$ cat config.mk
export PLATFORM = sky130hd
export DESIGN_NAME = aes_shiftmix_stage
export DESIGN_NICKNAME = d
export VERILOG_FILES = /design/src/rtl/aes_shiftmix_stage.sv
export SDC_FILE = /design/constraint.sdc
export NUM_CORES = 1
export LEC_CHECK = 0
export ABC_AREA = 1
export BUFFER_PORTS_ARGS = -buffer_cell sky130_fd_sc_hd__buf_4
export CAP_MARGIN = 10
export CORE_UTILIZATION = 60
export CTS_BUF_LIST = sky130_fd_sc_hd__clkbuf_4 sky130_fd_sc_hd__clkbuf_8 sky130_fd_sc_hd__clkbuf_16
export CTS_CLUSTER_SIZE = 30
export DETAILED_ROUTE_END_ITERATION = 12
export GPL_TIMING_DRIVEN = 0
export PLACE_DENSITY = 0.86
export SYNTH_ARGS = -nofsm -noshare
export SYNTH_HDL_FRONTEND = slang
export SYNTH_SLANG_ARGS = --single-unit
$ cat constraint.sdc
create_clock -name clk -period 3.4 [get_ports clk]
set_input_delay 0.68 -clock clk [delete_from_list [all_inputs] [get_ports clk]]
set_output_delay 0.68 -clock clk [all_outputs]
set_load 0.01 [all_outputs]
$ cat src/rtl/aes_shiftmix_stage.sv
// AES ShiftRows + MixColumns pipeline stage with valid/ready on both sides.
// Define AES_SHIFTMIX_SKID_EN to add a skid register and a registered in_ready.
module aes_shiftmix_stage #(
    parameter int unsigned TAG_W = 4
) (
    input  logic             clk,
    input  logic             rst,
    input  logic             in_valid,
    output logic             in_ready,
    input  logic [127:0]     in_data,
    input  logic             in_last,
    input  logic [TAG_W-1:0] in_tag,
    output logic             out_valid,
    input  logic             out_ready,
    output logic [127:0]     out_data,
    output logic             out_last,
    output logic [TAG_W-1:0] out_tag
);

    localparam int unsigned DATA_W = 128;
    localparam int unsigned BYTE_W = 8;
    localparam int unsigned NCOL   = 4;
    localparam int unsigned COL_W  = BYTE_W * NCOL;
    localparam int unsigned PAY_W  = DATA_W + 1 + TAG_W;

    // Bit 0 doubles as out_valid; bit 1 marks an occupied skid entry.
    typedef enum logic [1:0] {
        ST_EMPTY = 2'b00,
        ST_FULL  = 2'b01,
        ST_SKID  = 2'b11
    } state_t;

    state_t            state;
    state_t            state_nxt;
    logic              in_fire;
    logic              out_fire;
    logic              load_out;
    logic [DATA_W-1:0] shifted;
    logic [DATA_W-1:0] xform;
    logic [PAY_W-1:0]  payload_in;

    function automatic logic [BYTE_W-1:0] xtime(input logic [BYTE_W-1:0] b);
        return {b[6:0], 1'b0} ^ (b[7] ? 8'h1B : 8'h00);
    endfunction

    // s'(r,c) = s(r,(c+r) mod 4); byte (r,c) sits at index 4c+r from the MSB.
    function automatic logic [DATA_W-1:0] shift_rows(input logic [DATA_W-1:0] s);
        logic [DATA_W-1:0] o;
        o = '0;
        for (int unsigned c = 0; c < NCOL; c++) begin
            for (int unsigned r = 0; r < NCOL; r++) begin
                o[DATA_W-1-BYTE_W*(NCOL*c+r) -: BYTE_W] =
                    s[DATA_W-1-BYTE_W*(NCOL*((c+r)%NCOL)+r) -: BYTE_W];
            end
        end
        return o;
    endfunction

    function automatic logic [DATA_W-1:0] mix_columns(input logic [DATA_W-1:0] s);
        logic [DATA_W-1:0] o;
        logic [BYTE_W-1:0] a0, a1, a2, a3;
        logic [BYTE_W-1:0] b0, b1, b2, b3;
        o = '0;
        for (int unsigned c = 0; c < NCOL; c++) begin
            a0 = s[DATA_W-1-COL_W*c -: BYTE_W];
            a1 = s[DATA_W-1-COL_W*c-BYTE_W -: BYTE_W];
            a2 = s[DATA_W-1-COL_W*c-2*BYTE_W -: BYTE_W];
            a3 = s[DATA_W-1-COL_W*c-3*BYTE_W -: BYTE_W];
            b0 = xtime(a0) ^ xtime(a1) ^ a1 ^ a2 ^ a3;
            b1 = a0 ^ xtime(a1) ^ xtime(a2) ^ a2 ^ a3;
            b2 = a0 ^ a1 ^ xtime(a2) ^ xtime(a3) ^ a3;
            b3 = xtime(a0) ^ a0 ^ a1 ^ a2 ^ xtime(a3);
            o[DATA_W-1-COL_W*c -: COL_W] = {b0, b1, b2, b3};
        end
        return o;
    endfunction

    // Transform is purely combinational on the incoming beat.
    always_comb begin
        shifted    = shift_rows(in_data);
        xform      = in_last ? shifted : mix_columns(shifted);
        payload_in = {xform, in_last, in_tag};
    end

    assign out_valid = state[0];
    assign in_fire   = in_valid && in_ready;
    assign out_fire  = out_valid && out_ready;

`ifdef AES_SHIFTMIX_SKID_EN
    logic             load_skid;
    logic             load_from_skid;
    logic [PAY_W-1:0] skid_q;

    // Depends only on registered state, never on out_ready.
    assign in_ready = !rst && (state != ST_SKID);
`else
    assign in_ready = !rst && (!out_valid || out_ready);
`endif

    always_ff @(posedge clk) begin
        if (rst) begin
            state <= ST_EMPTY;
        end else begin
            state <= state_nxt;
        end
    end

    always_comb begin
        state_nxt = state;
        case (state)
            ST_EMPTY: begin
                if (in_fire) state_nxt = ST_FULL;
            end
            ST_FULL: begin
                if (out_fire && !in_fire) begin
                    state_nxt = ST_EMPTY;
`ifdef AES_SHIFTMIX_SKID_EN
                end else if (in_fire && !out_ready) begin
                    state_nxt = ST_SKID;
`endif
                end
            end
`ifdef AES_SHIFTMIX_SKID_EN
            ST_SKID: begin
                if (out_ready) state_nxt = ST_FULL;
            end
`endif
            default: state_nxt = ST_EMPTY;
        endcase
    end

    always_comb begin
        load_out = 1'b0;
`ifdef AES_SHIFTMIX_SKID_EN
        load_skid      = 1'b0;
        load_from_skid = 1'b0;
`endif
        case (state)
            ST_EMPTY: load_out = in_fire;
            ST_FULL: begin
                load_out = in_fire && out_ready;
`ifdef AES_SHIFTMIX_SKID_EN
                load_skid = in_fire && !out_ready;
`endif
            end
`ifdef AES_SHIFTMIX_SKID_EN
            ST_SKID: load_from_skid = out_ready;
`endif
            default: load_out = 1'b0;
        endcase
    end

    // Output register: holds steady unless a reload is granted.
    always_ff @(posedge clk) begin
        if (rst) begin
            {out_data, out_last, out_tag} <= PAY_W'(0);
        end else if (load_out) begin
            {out_data, out_last, out_tag} <= payload_in;
`ifdef AES_SHIFTMIX_SKID_EN
        end else if (load_from_skid) begin
            {out_data, out_last, out_tag} <= skid_q;
`endif
        end
    end

`ifdef AES_SHIFTMIX_SKID_EN
    always_ff @(posedge clk) begin
        if (rst) begin
            skid_q <= PAY_W'(0);
        end else if (load_skid) begin
            skid_q <= payload_in;
        end
    end
`endif

endmodule
# After elaboration in Yosys (flattened, before gate mapping)

Index checks and enable logic that the tools add are counted.

Register bits: 135
Input port bits: 137
Output and inout bits: 135
Word-level logic and storage cells: 119

Eq/ne operators: 3
Mux-type cells: 21
Bitwise gates (word level): 80
Reduce and logical (&&, ||, !) cells: 11

Operators with widths:

| kind                                                            | count |
|---|---|
| 8-bit XOR                                                       | 64 |
| 128-bit 2-to-1 mux                                              | 1 |
| 8-bit by 5-bit XOR with 8-bit output                            | 16 |
| 5-bit 2-to-1 mux                                                | 16 |
| 1-bit logical AND                                               | 5 |
| 2-bit 2-to-1 mux                                                | 2 |
| 2-bit inequality test, second input constant                    | 2 |
| 2-bit one-hot mux with 2 select lines                           | 1 |
| 1-bit logical NOT                                               | 3 |
| 2-bit by 1-bit == test with 1-bit output, second input constant | 1 |
| 2-bit logical NOT                                               | 1 |
| 1-bit one-hot mux with 2 select lines                           | 1 |
| 2-bit AND reduction                                             | 1 |
| 1-bit logical OR                                                | 1 |

# Logic depth before layout (Yosys ltp)

Word-level depth: 8
Depth in mapped cells: 12
Mapped depth without buffers: 11

# Least setup slack after synthesis

OpenSTA, ideal clock, no wires.

Path kind: input to register
Start: input port out_ready
End: register out_data[103]
Setup time: 0.070 ns
Data arrival time: 1.543 ns
Required time: 3.330 ns
Setup slack: 1.787 ns
Stages: 10
Buffers on the path: 2
Cell sequence: inv_1 > nand2_1 > inv_2 > nor2_4 > nand2_2 > buf_6 > buf_6 > a21oi_2 > nand2_1 > a21oi_1

Word-level cells in the longest chain between the ends: 5

Ends and longest elaborated chain:

| element                                 | line | text |
|---|---|---|
| start, declared                         | 14   | `input logic out_ready,` |
| 1-bit logical OR *                      | 97   | `assign in_ready = !rst && (!out_valid \|\| out_ready);` |
| 1-bit logical AND *                     | 97   |  |
| via in_ready                            | 9    | `output logic in_ready,` |
| 1-bit logical AND *                     | 86   | `assign in_fire = in_valid && in_ready;` |
| 1-bit logical AND                       | 141  | `load_out = in_fire && out_ready;` |
| 1-bit one-hot mux with 2 select lines * | 138  | `case (state)` |
| end signal, assigned                    | 158  | `{out_data, out_last, out_tag} <= payload_in;` |
| end, declared                           | 15   | `output logic [127:0] out_data,` |

Mark *: on every way through the listed nets, which the timed path passes. The rest lies on a longest branch.
A chain may end at the register's enable or synchronous reset.

# Worst setup path in the final report

Start: input port in_last
End: register out_data[98]

Word-level cells in the longest chain between the ends: 1

Ends and longest elaborated chain:

| element            | line | text |
|---|---|---|
| start, declared    | 11   | `input logic in_last,` |
| 128-bit 2-to-1 mux | 81   | `xform = in_last ? shifted : mix_columns(shifted);` |

No other way between the ends.

==> results.json <==
{
  "synthToLayoutAreaGrowth_pct": 21.2,
  "synth_area_per_cell_um2": 5.24,
  "fp.coreArea_um2": 21200,
  "grt_pass1_wl_um": 76100,
  "holdPathEnd": "out_tag[1]",
  "first_pass_iters": 7,
  "yosysTopAreaCell": "nand2_1",
  "stdcell_area_um2": 15900,
  "synth_seq_cells": 134,
  "path_cells": "buf_4, clkbuf_1, clkbuf_1, a21oi_1, o21ai_0, a21oi_1",
  "holdWs_ps": 434,
  "cp.required_ps": 3700,
  "reg2regPathDepth": 8,
  "pre_cts_ws_ps": 1030,
  "nFillCells": 1915,
  "hold_start": "in_tag[1]",
  "track_usage_pct": 43.1,
  "power_mw": 5.57,
  "place_inst": 3018,
  "power_density_nw_per_um2": 351,
  "hold_buffers": 0,
  "reg2reg_from": "state[0]",
  "clk_latency_ps": 450,
  "antenna_left": 0,
  "first_iter_violations": 1828,
  "yosysSeqAreaShare_pct": 20.5,
  "cts_sinks": 134,
  "grt_max_degree": 17,
  "worstHoldPathType": "in2reg",
  "min_period_ps": 2020,
  "via_per_inst": 5.76,
  "skew_ps": 12.0,
  "layout_commonest_cell": "nand2_1",
  "drive_gt1_share_pct": 16.7,
  "post_drt_wl_per_cell_um": 16.2,
  "die_y_um": 150,
  "tightest_slew_ps": 978,
  "finalSetupViolCount": 0,
  "totalWireLength_um": 49400,
  "numCtsBuffers": 17,
  "worst_slack_ps": 1380,
  "crit_type": "in2reg",
  "io_buffers": 248,
  "irDropWorstVdd_uv": 376,
  "utilization_pct": 74.7,
  "drc_errors": 0,
  "crit_buf_inv": 3,
  "rsz0062_at_grt": "no",
  "htreeDepth": 4,
  "min_path_cells": 3,
  "p_leak_nw": 8.76,
  "syn-num-nets": 2632,
  "dieArea_um2": 22400,
  "place_area_um2": 15300,
  "cpMaxStageDelayCell": "clkbuf_1",
  "crit_arrival_ps": 2320,
  "max_cap_viol_count": 0,
  "die_w_um": 150,
  "reg2reg_slack_ps": 1570,
  "cp-start-kind": "input pin",
  "max_freq_ghz": 0.495,
  "antenna_found_initial": 3,
  "cts_setup_buffers": 0,
  "synthDominantCellAreaShare_pct": 37.6,
  "fp-row-count": 53,
  "slew_headroom_pct": 34.8,
  "fin_crit_sh_pct": 59.4,
  "tns_ps": 0,
  "max_stage_delay_ps": 680,
  "overflow": 0,
  "path_clk_slew_ps": 70,
  "r2r_end": "out_data[98]",
  "root_buffer": "clkbuf_16",
  "cts_resized": 0,
  "gp_congestion": 1.00,
  "synth_cells": 2495,
  "critPathLaunch": "in_last",
  "crit_family": "buffers and inverters",
  "ys.warnings.count": 0,
  "cts_tree": "yes",
  "cp_max_fo": 10,
  "vias": 17600,
  "status": "complete, no violations",
  "clockBufferDepth": 2,
  "grt_pass1_vias": 15900,
  "finalHoldViolations": 0,
  "synthesis.area_um2": 13100,
  "end_kind": "register",
  "synth_top_cells_by_area": "nand2_1, dfxtp_1, nand3_1, a21oi_1, a21oi_2",
  "final_nets": 2899,
  "hpwl_um": 36900,
  "drv_slew": 0,
  "start_util_pct": 61.6,
  "instances_no_fill": 3052,
  "synth.distinct_cells": 22,
  "design.portCount": 272,
  "final_cell_mix": "nand2_1, nand3_1, buf_4"
}
==> routing by layer <==
layer  track usage (%)  vias to the layer above  share of wire [%]
li1                  -                     8365                  -
met1              50.7                     7772                 37
met2              70.4                     1187                 44
met3              10.6                      239                 13
met4              26.7                        2                5.9
met5                 0                        -              0.024
==> power breakdown <==
group	total (mW)	leakage [nW]	switching, mW	internal (mW)
combinational	1.96	7.39	1.26	0.695
clock	1.89	0.271	0.868	1.02
sequential	1.72	1.10	0.0567	1.66
==> logic make-up after synthesis <==
family                 synth area share, %
AO/OA/AOI/OAI                         14.1
flip-flops                            20.5
XOR/XNOR                              3.95
buffers and inverters                 10.3
AND/OR/NAND/NOR                       51.2
==> worst min-delay path, delay by kind of cell <==
family / cells / cell delay (ps)
AND/OR/NAND/NOR: 2 / 90
buffers and inverters: 1 / 80
==> Yosys cell counts <==
cell	n
nand2_1	1308
nand3_1	265
inv_1	190
a21oi_1	173
dfxtp_1	134
nor2_1	100
a21oi_2	88
buf_2	46
xor2_1	33
o21ai_0	32
inv_2	29
xnor2_1	26
clkbuf_1	20
buf_1	13
buf_6	10
o21ai_1	9
nand3b_1	8
clkbuf_2	5
buf_4	3
inv_4	1
nand2_2	1
nor2_4	1
==> worst max path at each step <==
| stage | depth (start not counted) | slack (ps) | endpoint |
|---|---|---|---|
| 2_1_floorplan | 10 | 1790 | out_data[103] |
| 3_3_place_gp | 6 | 1080 | out_data[98] |
| 3_5_place_dp | 7 | 1030 | out_data[98] |
| 4_1_cts | 7 | 1460 | out_data[98] |
| 5_1_grt | 7 | 1350 | out_data[98] |
| 6_report | 6 | 1380 | out_data[98] |
==> cell type report <==
class	count	area [µm²]	share of cell area, %
multi-input combinational	2044	9050	57.1
sequential	134	2680	16.9
timing repair buffer	248	1860	11.7
inverter	220	828	5.23
buffer	97	514	3.24
clock buffer	17	425	2.68
tap	275	344	2.17
clock inverter	15	141	0.892
antenna	2	5.00	0.0316
==> flip-flops by register name, summed over array words and instances, names as in the netlist <==
signal    flops
out_data    128
out_tag       4
out_last      1
state         1
Note: power is estimated with default switching activity, not from simulation.
